## src/rtl/spi_host_fifo_if.sv

```systemverilog
// Host register-bus and spi_master handshake bundle for spi_host_fifo.
// slave = feeder side, master = host/spi_master side.
interface spi_host_fifo_if #(
  parameter int NUM_TARGETS = 1
);
  logic                   host_cs_en;
  logic [NUM_TARGETS-1:0] host_target;
  logic [7:0]             host_wdata;
  logic                   host_wr;
  logic                   host_rd;
  logic [7:0]             host_rdata;
  logic                   status_clr;
  logic                   tx_full;
  logic                   tx_empty;
  logic                   rx_empty;
  logic                   tx_ovf;
  logic                   rx_ovr;
  logic                   busy;
  logic [NUM_TARGETS-1:0] target_id;
  logic                   target_en;
  logic [7:0]             tx_byte;
  logic                   tx_en;
  logic                   tx_ready;
  logic [7:0]             rx_byte;
  logic                   rx_en;

  modport slave (
    input  host_cs_en, host_target, host_wdata,
    input  host_wr, host_rd, status_clr,
    input  tx_ready, rx_byte, rx_en,
    output host_rdata, tx_full, tx_empty,
    output rx_empty, tx_ovf, rx_ovr, busy,
    output target_id, target_en, tx_byte, tx_en
  );

  modport master (
    output host_cs_en, host_target, host_wdata,
    output host_wr, host_rd, status_clr,
    output tx_ready, rx_byte, rx_en,
    input  host_rdata, tx_full, tx_empty,
    input  rx_empty, tx_ovf, rx_ovr, busy,
    input  target_id, target_en, tx_byte, tx_en
  );
endinterface

```

## src/rtl/spi_host_fifo.sv

```systemverilog
// Host-side TX/RX byte FIFOs and chip-select sequencing
// feeding spi_master over its tx_en/tx_ready/rx_en handshake.
module spi_host_fifo #(
  parameter int NUM_TARGETS = 1,
  parameter int TX_DEPTH    = 4,
  parameter int RX_DEPTH    = 4
) (
  input  logic          clk,
  input  logic          reset,
  spi_host_fifo_if.slave bus
);
  localparam int TAW = $clog2(TX_DEPTH);
  localparam int RAW = $clog2(RX_DEPTH);

  typedef enum logic [1:0] {
    IDLE   = 2'd0,
    ACTIVE = 2'd1,
    DRAIN  = 2'd2
  } state_t;

  state_t state, state_nx;

  logic [7:0]             tx_mem [TX_DEPTH];
  logic [TAW:0]           tx_wp, tx_rp;
  logic [7:0]             rx_mem [RX_DEPTH];
  logic [RAW:0]           rx_wp, rx_rp;
  logic [1:0]             inflight;
  logic                   tx_en_q;
  logic [7:0]             tx_byte_q;
  logic [NUM_TARGETS-1:0] tid_q;
  logic                   tx_ovf_q, rx_ovr_q;

  logic tx_full, tx_empty, rx_full, rx_empty;
  logic issue, tx_push, tx_drop;
  logic rx_pop, rx_push, rx_drop;

  assign tx_empty = (tx_wp == tx_rp);
  assign tx_full  = (tx_wp[TAW] != tx_rp[TAW]) &&
                    (tx_wp[TAW-1:0] == tx_rp[TAW-1:0]);
  assign rx_empty = (rx_wp == rx_rp);
  assign rx_full  = (rx_wp[RAW] != rx_rp[RAW]) &&
                    (rx_wp[RAW-1:0] == rx_rp[RAW-1:0]);

  // tx_en_q enforces the idle cycle spi_master needs to drop tx_ready
  assign issue   = (state != IDLE) && !tx_empty &&
                   bus.tx_ready && !tx_en_q;
  assign tx_push = bus.host_wr && (!tx_full || issue);
  assign tx_drop = bus.host_wr && tx_full && !issue;
  assign rx_pop  = bus.host_rd && !rx_empty;
  assign rx_push = bus.rx_en && (!rx_full || rx_pop);
  assign rx_drop = bus.rx_en && rx_full && !rx_pop;

  always_comb begin
    state_nx = state;
    unique case (state)
      IDLE:    if (bus.host_cs_en) state_nx = ACTIVE;
      ACTIVE:  if (!bus.host_cs_en) state_nx = DRAIN;
      DRAIN: begin
        if (bus.host_cs_en)
          state_nx = ACTIVE;
        else if (tx_empty && inflight == 2'd0 && bus.tx_ready)
          state_nx = IDLE;
      end
      default: state_nx = IDLE;
    endcase
  end

  always_ff @(posedge clk or posedge reset) begin
    if (reset) begin
      state <= IDLE;
      tid_q <= '0;
    end else begin
      state <= state_nx;
      if (state == IDLE && bus.host_cs_en)
        tid_q <= bus.host_target;
    end
  end

  always_ff @(posedge clk or posedge reset) begin
    if (reset) begin
      tx_wp <= '0;
      tx_rp <= '0;
      for (int i = 0; i < TX_DEPTH; i++)
        tx_mem[i] <= '0;
    end else begin
      if (tx_push) begin
        tx_mem[tx_wp[TAW-1:0]] <= bus.host_wdata;
        tx_wp <= tx_wp + (TAW+1)'(1);
      end
      if (issue)
        tx_rp <= tx_rp + (TAW+1)'(1);
    end
  end

  always_ff @(posedge clk or posedge reset) begin
    if (reset) begin
      tx_en_q   <= 1'b0;
      tx_byte_q <= '0;
    end else begin
      tx_en_q <= issue;
      if (issue)
        tx_byte_q <= tx_mem[tx_rp[TAW-1:0]];
    end
  end

  // counted at issue so a byte on the wire is never seen as idle
  always_ff @(posedge clk or posedge reset) begin
    if (reset) begin
      inflight <= '0;
    end else begin
      unique case ({issue, bus.rx_en})
        2'b10:   if (inflight != 2'd3) inflight <= inflight + 2'd1;
        2'b01:   if (inflight != 2'd0) inflight <= inflight - 2'd1;
        default: inflight <= inflight;
      endcase
    end
  end

  always_ff @(posedge clk or posedge reset) begin
    if (reset) begin
      rx_wp <= '0;
      rx_rp <= '0;
      for (int i = 0; i < RX_DEPTH; i++)
        rx_mem[i] <= '0;
    end else begin
      if (rx_push) begin
        rx_mem[rx_wp[RAW-1:0]] <= bus.rx_byte;
        rx_wp <= rx_wp + (RAW+1)'(1);
      end
      if (rx_pop)
        rx_rp <= rx_rp + (RAW+1)'(1);
    end
  end

  always_ff @(posedge clk or posedge reset) begin
    if (reset) begin
      tx_ovf_q <= 1'b0;
      rx_ovr_q <= 1'b0;
    end else if (bus.status_clr) begin
      tx_ovf_q <= 1'b0;
      rx_ovr_q <= 1'b0;
    end else begin
      if (tx_drop) tx_ovf_q <= 1'b1;
      if (rx_drop) rx_ovr_q <= 1'b1;
    end
  end

  assign bus.host_rdata = rx_mem[rx_rp[RAW-1:0]];
  assign bus.tx_full    = tx_full;
  assign bus.tx_empty   = tx_empty;
  assign bus.rx_empty   = rx_empty;
  assign bus.tx_ovf     = tx_ovf_q;
  assign bus.rx_ovr     = rx_ovr_q;
  assign bus.busy       = (state != IDLE);
  assign bus.target_en  = (state != IDLE);
  assign bus.target_id  = tid_q;
  assign bus.tx_byte    = tx_byte_q;
  assign bus.tx_en      = tx_en_q;
endmodule

```

## src/flat_wrapper.sv

```systemverilog
// flat-port wrapper written by rule: the top's interface ports become plain ports
module spi_host_fifo_flat 
#(
  parameter int NUM_TARGETS = 1,
  parameter int TX_DEPTH    = 4,
  parameter int RX_DEPTH    = 4
)
  (clk, reset, bus_host_cs_en, bus_host_target, bus_host_wdata, bus_host_wr, bus_host_rd, bus_status_clr, bus_tx_ready, bus_rx_byte, bus_rx_en, bus_host_rdata, bus_tx_full, bus_tx_empty, bus_rx_empty, bus_tx_ovf, bus_rx_ovr, bus_busy, bus_target_id, bus_target_en, bus_tx_byte, bus_tx_en);
  spi_host_fifo_if #(.NUM_TARGETS(NUM_TARGETS)) bus_i ();
  input  logic clk;
  input  logic reset;
  input wire logic [$bits(bus_i.host_cs_en)-1:0] bus_host_cs_en;
  input wire logic [$bits(bus_i.host_target)-1:0] bus_host_target;
  input wire logic [$bits(bus_i.host_wdata)-1:0] bus_host_wdata;
  input wire logic [$bits(bus_i.host_wr)-1:0] bus_host_wr;
  input wire logic [$bits(bus_i.host_rd)-1:0] bus_host_rd;
  input wire logic [$bits(bus_i.status_clr)-1:0] bus_status_clr;
  input wire logic [$bits(bus_i.tx_ready)-1:0] bus_tx_ready;
  input wire logic [$bits(bus_i.rx_byte)-1:0] bus_rx_byte;
  input wire logic [$bits(bus_i.rx_en)-1:0] bus_rx_en;
  output wire logic [$bits(bus_i.host_rdata)-1:0] bus_host_rdata;
  output wire logic [$bits(bus_i.tx_full)-1:0] bus_tx_full;
  output wire logic [$bits(bus_i.tx_empty)-1:0] bus_tx_empty;
  output wire logic [$bits(bus_i.rx_empty)-1:0] bus_rx_empty;
  output wire logic [$bits(bus_i.tx_ovf)-1:0] bus_tx_ovf;
  output wire logic [$bits(bus_i.rx_ovr)-1:0] bus_rx_ovr;
  output wire logic [$bits(bus_i.busy)-1:0] bus_busy;
  output wire logic [$bits(bus_i.target_id)-1:0] bus_target_id;
  output wire logic [$bits(bus_i.target_en)-1:0] bus_target_en;
  output wire logic [$bits(bus_i.tx_byte)-1:0] bus_tx_byte;
  output wire logic [$bits(bus_i.tx_en)-1:0] bus_tx_en;
  assign bus_i.host_cs_en = bus_host_cs_en;
  assign bus_i.host_target = bus_host_target;
  assign bus_i.host_wdata = bus_host_wdata;
  assign bus_i.host_wr = bus_host_wr;
  assign bus_i.host_rd = bus_host_rd;
  assign bus_i.status_clr = bus_status_clr;
  assign bus_i.tx_ready = bus_tx_ready;
  assign bus_i.rx_byte = bus_rx_byte;
  assign bus_i.rx_en = bus_rx_en;
  assign bus_host_rdata = bus_i.host_rdata;
  assign bus_tx_full = bus_i.tx_full;
  assign bus_tx_empty = bus_i.tx_empty;
  assign bus_rx_empty = bus_i.rx_empty;
  assign bus_tx_ovf = bus_i.tx_ovf;
  assign bus_rx_ovr = bus_i.rx_ovr;
  assign bus_busy = bus_i.busy;
  assign bus_target_id = bus_i.target_id;
  assign bus_target_en = bus_i.target_en;
  assign bus_tx_byte = bus_i.tx_byte;
  assign bus_tx_en = bus_i.tx_en;
  spi_host_fifo #(.NUM_TARGETS(NUM_TARGETS), .TX_DEPTH(TX_DEPTH), .RX_DEPTH(RX_DEPTH)) u_core (.clk(clk), .reset(reset), .bus(bus_i));
endmodule
```

## config.mk

```make
export PLATFORM = sky130hd
export DESIGN_NAME = spi_host_fifo_flat
export DESIGN_NICKNAME = d
export VERILOG_FILES = /design/src/rtl/spi_host_fifo_if.sv /design/src/rtl/spi_host_fifo.sv /design/src/flat_wrapper.sv
export SDC_FILE = /design/constraint.sdc
export NUM_CORES = 1
export LEC_CHECK = 0
export BUFFER_PORTS_ARGS = -buffer_cell sky130_fd_sc_hd__buf_2
export CORE_MARGIN = 3
export CORE_UTILIZATION = 50
export CTS_CLUSTER_DIAMETER = 100
export DETAILED_ROUTE_END_ITERATION = 8
export GPL_TIMING_DRIVEN = 0
export PLACE_DENSITY = 0.7
export SYNTH_ARGS = -nofsm -noshare
export SYNTH_HDL_FRONTEND = slang
export SYNTH_SLANG_ARGS = --single-unit
```

## constraint.sdc

```tcl
create_clock -name clk -period 4.3 [get_ports clk]
set_input_delay 0 -clock clk [delete_from_list [all_inputs] [get_ports clk]]
set_output_delay 0 -clock clk [all_outputs]
set_load 0.01 [all_outputs]
```

==> results of run 1 <==
## power breakdown
group          switching (mW)  internal, mW
registers               0.256          1.30
clock network           0.299         0.329
logic                   0.785          1.09
## cell families (layout without fill, tap and decap cells)
logic type,count (synthesis),count (layout),synth area share (%)
flops,92,92,51.8
mux,92,92,30.5
compound gates,17,17,3.04
xor+xnor,14,14,3.26
buf+inv,17,106,2.45
simple gates,35,35,5.60
fa+ha+maj,12,12,3.38
## flip-flops by register name, summed over array words and instances (netlist names), 2 cells and up
| signal | flops |
|---|---|
| u_core.inflight | 2 |
| u_core.rx_rp | 3 |
| u_core.rx_wp | 3 |
| u_core.tx_wp | 3 |
| u_core.rx_mem | 32 |
| u_core.bus.tx_byte | 8 |
| u_core.tx_mem | 32 |
| u_core.state | 2 |
| u_core.tx_rp | 3 |
## cell type report
cell class / count / area, um2 / share of cell area, %
plain buffers: 7 / 71.3 / 1.35
clock inverters: 4 / 73.8 / 1.40
repair buffers: 73 / 503 / 9.51
well taps: 105 / 131 / 2.48
clock buffers: 12 / 135 / 2.55
flip-flops and latches: 92 / 2300 / 43.5
multi-input cells: 170 / 2030 / 38.4
inverters: 10 / 40.0 / 0.757
## cells in the final DEF (no fill, tap or decap), drive strengths merged
master and instances:
nand2b 4, nor2 11, a311oi 1, ha 12
o22ai 1, o2111a 1, clkinv 2, nand3b 1
nor2b 1, a21boi 1, inv 10, xor2 4
or4b 1, dlygate4sd3 23, a21oi 6, clkbuf 12
a21o 1, xnor2 10, bufinv 2, a41oi 1
dfrtp 92, nand2 14, o31ai 1, mux4 16
a31oi 2, nand3 1, buf 57, o21ai 2
mux2 76, nor3b 1, nand4 1
## metrics by stage
step           area [um2]  hold slack (ps)  util [%]
6_report             5290              116      62.8
5_1_grt              5290              122      62.8
4_1_cts              5290              111      62.8
3_5_place_dp         4850             25.8      57.6
3_3_place_gp         4820              186      57.2
2_1_floorplan        4450             63.1         -
## layer usage
| metal | up-vias | track usage (%) |
|---|---|---|
| li1 | 1172 | - |
| met1 | 1311 | 25.0 |
| met2 | 38 | 26.2 |
| met3 | 6 | 3.75 |
| met4 | 0 | 5.28 |
| met5 | - | 0 |
## path summary, 6_finish.rpt
kind	depth (start not counted)	slack [ps]	endpoint
worst max-delay path	9	1970	u_core.inflight[1]
worst min-delay path	4	120	u_core.bus.rx_ovr
worst max register to register	9	1970	u_core.inflight[1]
worst min register to register	1	500	u_core.rx_mem[25]
max in group asynchronous	4	3490	u_core.rx_mem[25]
min in group asynchronous	3	170	u_core.inflight[0]
## worst min-delay path, stage by stage
cell and delay [ps]:
buf_2 110, inv_1 130, or4b_1 130, a21oi_1 60
==> flow_summary_export.csv, run 1 <==
group,metric,value,unit
run_status,status,"completed",
setup_path,timing.critical_path.buf_inv,2,
setup_path,critical_path.top_delay_family,"compound AO/OA/AOI/OAI gates",
routing,wl_met3,257,um
layout,synth_to_final_area_change,19.0,%
clock_network,ctsLongestPathBuffers,2,
clock_network,cts-buffers-inserted,9,
layout,nNetsFinal,400,
setup_path,critical_path.startpoint_type,"flip-flop",
power,static-leakage-power,2.42,nW
yosys,syn-num-nets,316,
clock_network,path_clk_slew,90,ps
routing,met2RoutedLength,3890,um
global_route,grt_pass1_wl,13400,um
routing,totalWireLength,8080,um
yosys,yosys-top-cells-area,"dfrtp_1 (52%), mux2_2 (11%), mux2_4 (11%)",
clock_network,cts.repair.resized,0,
yosys,synth-seq-cells,92,
die,die_x,100,um
placed_design,dpl_worst_slack,1960,ps
placed_design,placed_cells,434,
timing,worst_slew_margin_rel,70.8,%
timing,post-route-period-util,54.3,%
timing,hold_viol,0,
setup_path,cp_max_delay_cell,"a311oi_2",
clock_network,cts_tree,"yes",
yosys,synth_seq_area_share,51.8,%
power,power-per-cell-area,766,nW/um2
routing,drt-initial-drc-count,85,
timing,fin_tns_setup,0,ps
layout,fillCellCount,651,
setup_path,peak_per_stage_delay_on_the_critical_path,450,ps
die,initial_core_util,52.8,%
yosys,asyncSetResetFlopFracSynth,100,%
clock_network,clock_latency_reported_for_the_late_side_of_the_worst_skew_pair,360,ps
routing,antenna_left,0,
clock_network,cts.root.buffer_cell,"clkbuf_8",
routing,via_count,2527,
clock_network,h-tree-depth,3,
power,p_total,4.05,mW
yosys,synth_flop_cell,"dfrtp_1",
yosys,synth-edff-count,0,
yosys,synth.largest_area_cell,"dfrtp_1",
clock_network,clkSinkCount,92,
yosys,yosys.cell_count.top_type,"dfrtp_1",
timing,worst_slew_pin_slew,439,ps
routing,post_drt_wl_per_cell,17.1,um
setup_path,path_class,"flip-flop to flip-flop",
routing,via_per_inst,5.34,
setup_path,critical_path_arrival,2580,ps
yosys,netlist_top_cells_count,"dfrtp_1 (92), mux2_2 (43), mux2_4 (32), ha_1 (12), mux4_2 (11)",
setup_path,crit_top_cell,"nor2_1",
die,die_area,10100,um2
timing,finalClockSkew,12.5,ps
die,boundary_pins,50,
layout,final_cells,473,
global_route,antenna_found_initial,0,
yosys,syn-cell-area,4450,um2
die,chipHeight,100,um
clock_network,post_cts_setup_buffers,0,
routing,dr.max_layer_used,"met4",
yosys,synth_cells,279,
routing,drcViolationCount,0,
routing,drtPass1Iterations,4,
timing,fmax,428,MHz
timing,rsz0062_at_grt,"false",
global_route,grt.overflow.total,0,
timing,pins_over_their_slew_limit,0,
layout,drive_above_1_share,46.5,%
placed_design,dp_hpwl,5290,um
die,placement_rows,33,
min_path,hold_path.class,"input pin to flip-flop",
min_path,hp-start,"bus_rx_en",
timing,finalSetupViolCount,0,
timing,post-route-worst-setup-slack,1970,ps
setup_path,worstSetupEndpointType,"flip-flop",
placed_design,finalWeightedCongestion,0.755,
layout,antenna_cells,0,
global_route,groute.usage.overall,17.3,%
yosys,synthesis.area_per_instance,15.9,um2
placed_design,placement.io_buffers,49,
setup_path,cp_max_fo,11,
setup_path,timing.critical_path.required,4550,ps
timing,min_cycle_time_layout,2330,ps
setup_path,r2r-start,"u_core.tx_rp[0]",
setup_path,cp-startpoint,"u_core.tx_rp[0]",
die,core-area,8420,um2
yosys,synth_top_cell_area_share,51.8,%
run,maxCapViolCount,0,
global_route,maximum_number_of_pins_on_one_net_before_global_route_repair,66,
clock_network,cts-hold-fix-buffers,23,
global_route,first_global_vias,2607,
routing,wl_met1,3840,um
setup_path,critical_path.cell_chain,"buf_6, xnor2_2, a311oi_2, buf_4, ha_1, nor2_1, nand3_1, o22ai_1, nor2_1",
yosys,yosysWarnings,0,
yosys,synth_cell_type_count,36,
power,peakVddDrop,0.302,mV
Power figures use the tool's default switching activity.
==> run 2: changes to the inputs <==
clock period = 2.26 ns   (was 4.3 ns; I/O delays follow)
==> run 2 against run 1 <==
Against the previous run:
- first-iteration DRC count shrank 1.2%
- global-route usage grew 0.79 points
- wire length grew 2.6%
- worst hold slack lost 4.0 ps
- clock skew is essentially flat
- critical endpoint unchanged
- highest routed layer unchanged
==> flow_summary_export.csv, run 2 (synthesis gave the netlist of run 1 again) <==
group,metric,value,unit
clock_network,clock_latency_reported_for_the_late_side_of_the_worst_skew_pair,350,ps
power,power-per-cell-area,1430,nW/um2
placed_design,dp_hpwl,5510,um
timing,pins_over_their_slew_limit,0,
global_route,antenna_found_initial,0,
clock_network,h-tree-depth,3,
placed_design,dpl_worst_slack,-130,ps
timing,worst_slew_pin_slew,851,ps
global_route,groute.usage.overall,18.1,%
setup_path,ff2ff_setup_slack,120,ps
timing,worst_slew_margin_rel,43.1,%
setup_path,worstSetupEndpointType,"flip-flop",
setup_path,path_class,"flip-flop to flip-flop",
layout,synth_to_final_area_change,20.7,%
die,core-area,8420,um2
layout,final_cells,481,
setup_path,timing.critical_path.required,2500,ps
global_route,maximum_number_of_pins_on_one_net_before_global_route_repair,40,
die,initial_core_util,52.8,%
clock_network,path_clk_slew,80,ps
placed_design,placed_cells,435,
placed_design,finalWeightedCongestion,0.722,
routing,via_count,2555,
timing,finalSetupViolCount,0,
routing,post_drt_wl_per_cell,17.2,um
routing,via_per_inst,5.31,
timing,fin_hold_ws,112,ps
min_path,hold_path.class,"input pin to flip-flop",
run,maxCapViolCount,0,
setup_path,critical_path_arrival,2380,ps
die,die_x,100,um
layout,antenna_cells,0,
clock_network,cts.root.buffer_cell,"clkbuf_8",
run_status,status,"completed",
routing,drcViolationCount,0,
timing,post-route-worst-setup-slack,122,ps
global_route,grt.overflow.total,0,
placed_design,placement.io_buffers,49,
layout,drive_above_1_share,48.9,%
layout,layout_commonest_cell,"dfrtp_1",
global_route,first_global_vias,2846,
die,boundary_pins,50,
routing,totalWireLength,8290,um
layout,layout_common_cells,"dfrtp_1 (92), buf_2 (49), mux2_2 (43)",
clock_network,cts_tree,"yes",
die,die_area,10100,um2
layout,final_core_util,63.7,%
routing,drtPass1Iterations,4,
timing,finalClockSkew,12.3,ps
timing,fin_tns_setup,0,ps
die,placement_rows,33,
power,static-leakage-power,2.45,nW
routing,antenna_left,0,
timing,min_cycle_time_layout,2140,ps
setup_path,cp_max_fo,10,
global_route,grt_pass1_wl,14200,um
routing,drt-initial-drc-count,84,
timing,post-route-period-util,94.6,%
clock_network,cts-buffers-inserted,9,
setup_path,critical_path.startpoint_type,"flip-flop",
timing,hold_viol,0,
timing,fmax,468,MHz
clock_network,ctsLongestPathBuffers,2,
die,chipHeight,100,um
layout,nNetsFinal,408,
clock_network,clkSinkCount,92,
power,peakVddDrop,0.590,mV
==> run 2: cell count changes in the layout (fill, tap and decap cells not counted), moves of 2 or more <==
cell	previous run	this run
buf_12	0	2
clkinvlp_4	0	4
clkbuf_1	3	0
clkbuf_8	9	11
bufinv_16	2	0
buf_4	2	8
==> run 2: layout make-up <==
cell class              count  area [um2]
flip-flops and latches     92        2300
multi-input cells         170        2060
clock buffers              11         151
repair buffers             81         568
fillers                   660        3060
plain buffers               7        78.8
well taps                 105         131
inverters                  10        41.3
clock inverters             5        36.3
==> run 2: final timing paths <==
check,start,to,depth (start not counted)
hold / removal,bus_rx_en,u_core.bus.rx_ovr,4
setup / recovery,u_core.tx_rp[0],u_core.inflight[1],9
setup reg to reg,u_core.tx_rp[0],u_core.inflight[1],9
max in group asynchronous,reset,u_core.inflight[1],5
min in group asynchronous,reset,u_core.bus.tx_byte[6],3
hold reg to reg,u_core.rx_mem[15],u_core.rx_mem[15],1
==> run 2: per-stage QoR <==
stage | area, um2 | total power, mW
CTS | 5310 | 7.70
floorplan | 4450 | 5.69
global placement | 4830 | 6.44
finish | 5370 | 7.70
global route | 5370 | 8.23
detailed placement | 4870 | 6.57
==> run 2: layer usage <==
layer / routed length, um / vias up / part of all wire [%] / track usage (%)
li1: - / 1190 / - / -
met5: 0 / - / 0 / 0
met4: 122 / 0 / 1.5 / 5.80
met2: 4210 / 32 / 51 / 30.2
met1: 3730 / 1323 / 45 / 24.0
met3: 228 / 10 / 2.8 / 3.27
==> run 2: worst max-delay path, stage by stage, from the launching register on <==
cell	delay [ps]
dfrtp_1	410
buf_8	170
xnor2_2	180
a311oi_4	400
buf_6	170
ha_1	270
nor2_2	160
nand3_1	100
o22ai_1	120
nor2_1	50
==> run 2: power by group <==
part | internal (mW) | switching [mW] | leakage (nW)
clock network | 0.460 | 0.568 | 0.0876
registers | 2.47 | 0.493 | 1.10
logic | 2.15 | 1.56 | 1.26
==> run 2: timing repair <==
action	4_1_cts	5_1_grt
endpoints found under the hold margin	109	0
setup buffers	0	7
pin swaps	1	3
hold buffers	23	0
setup endpoints to repair	2	1
resized for setup	3	2
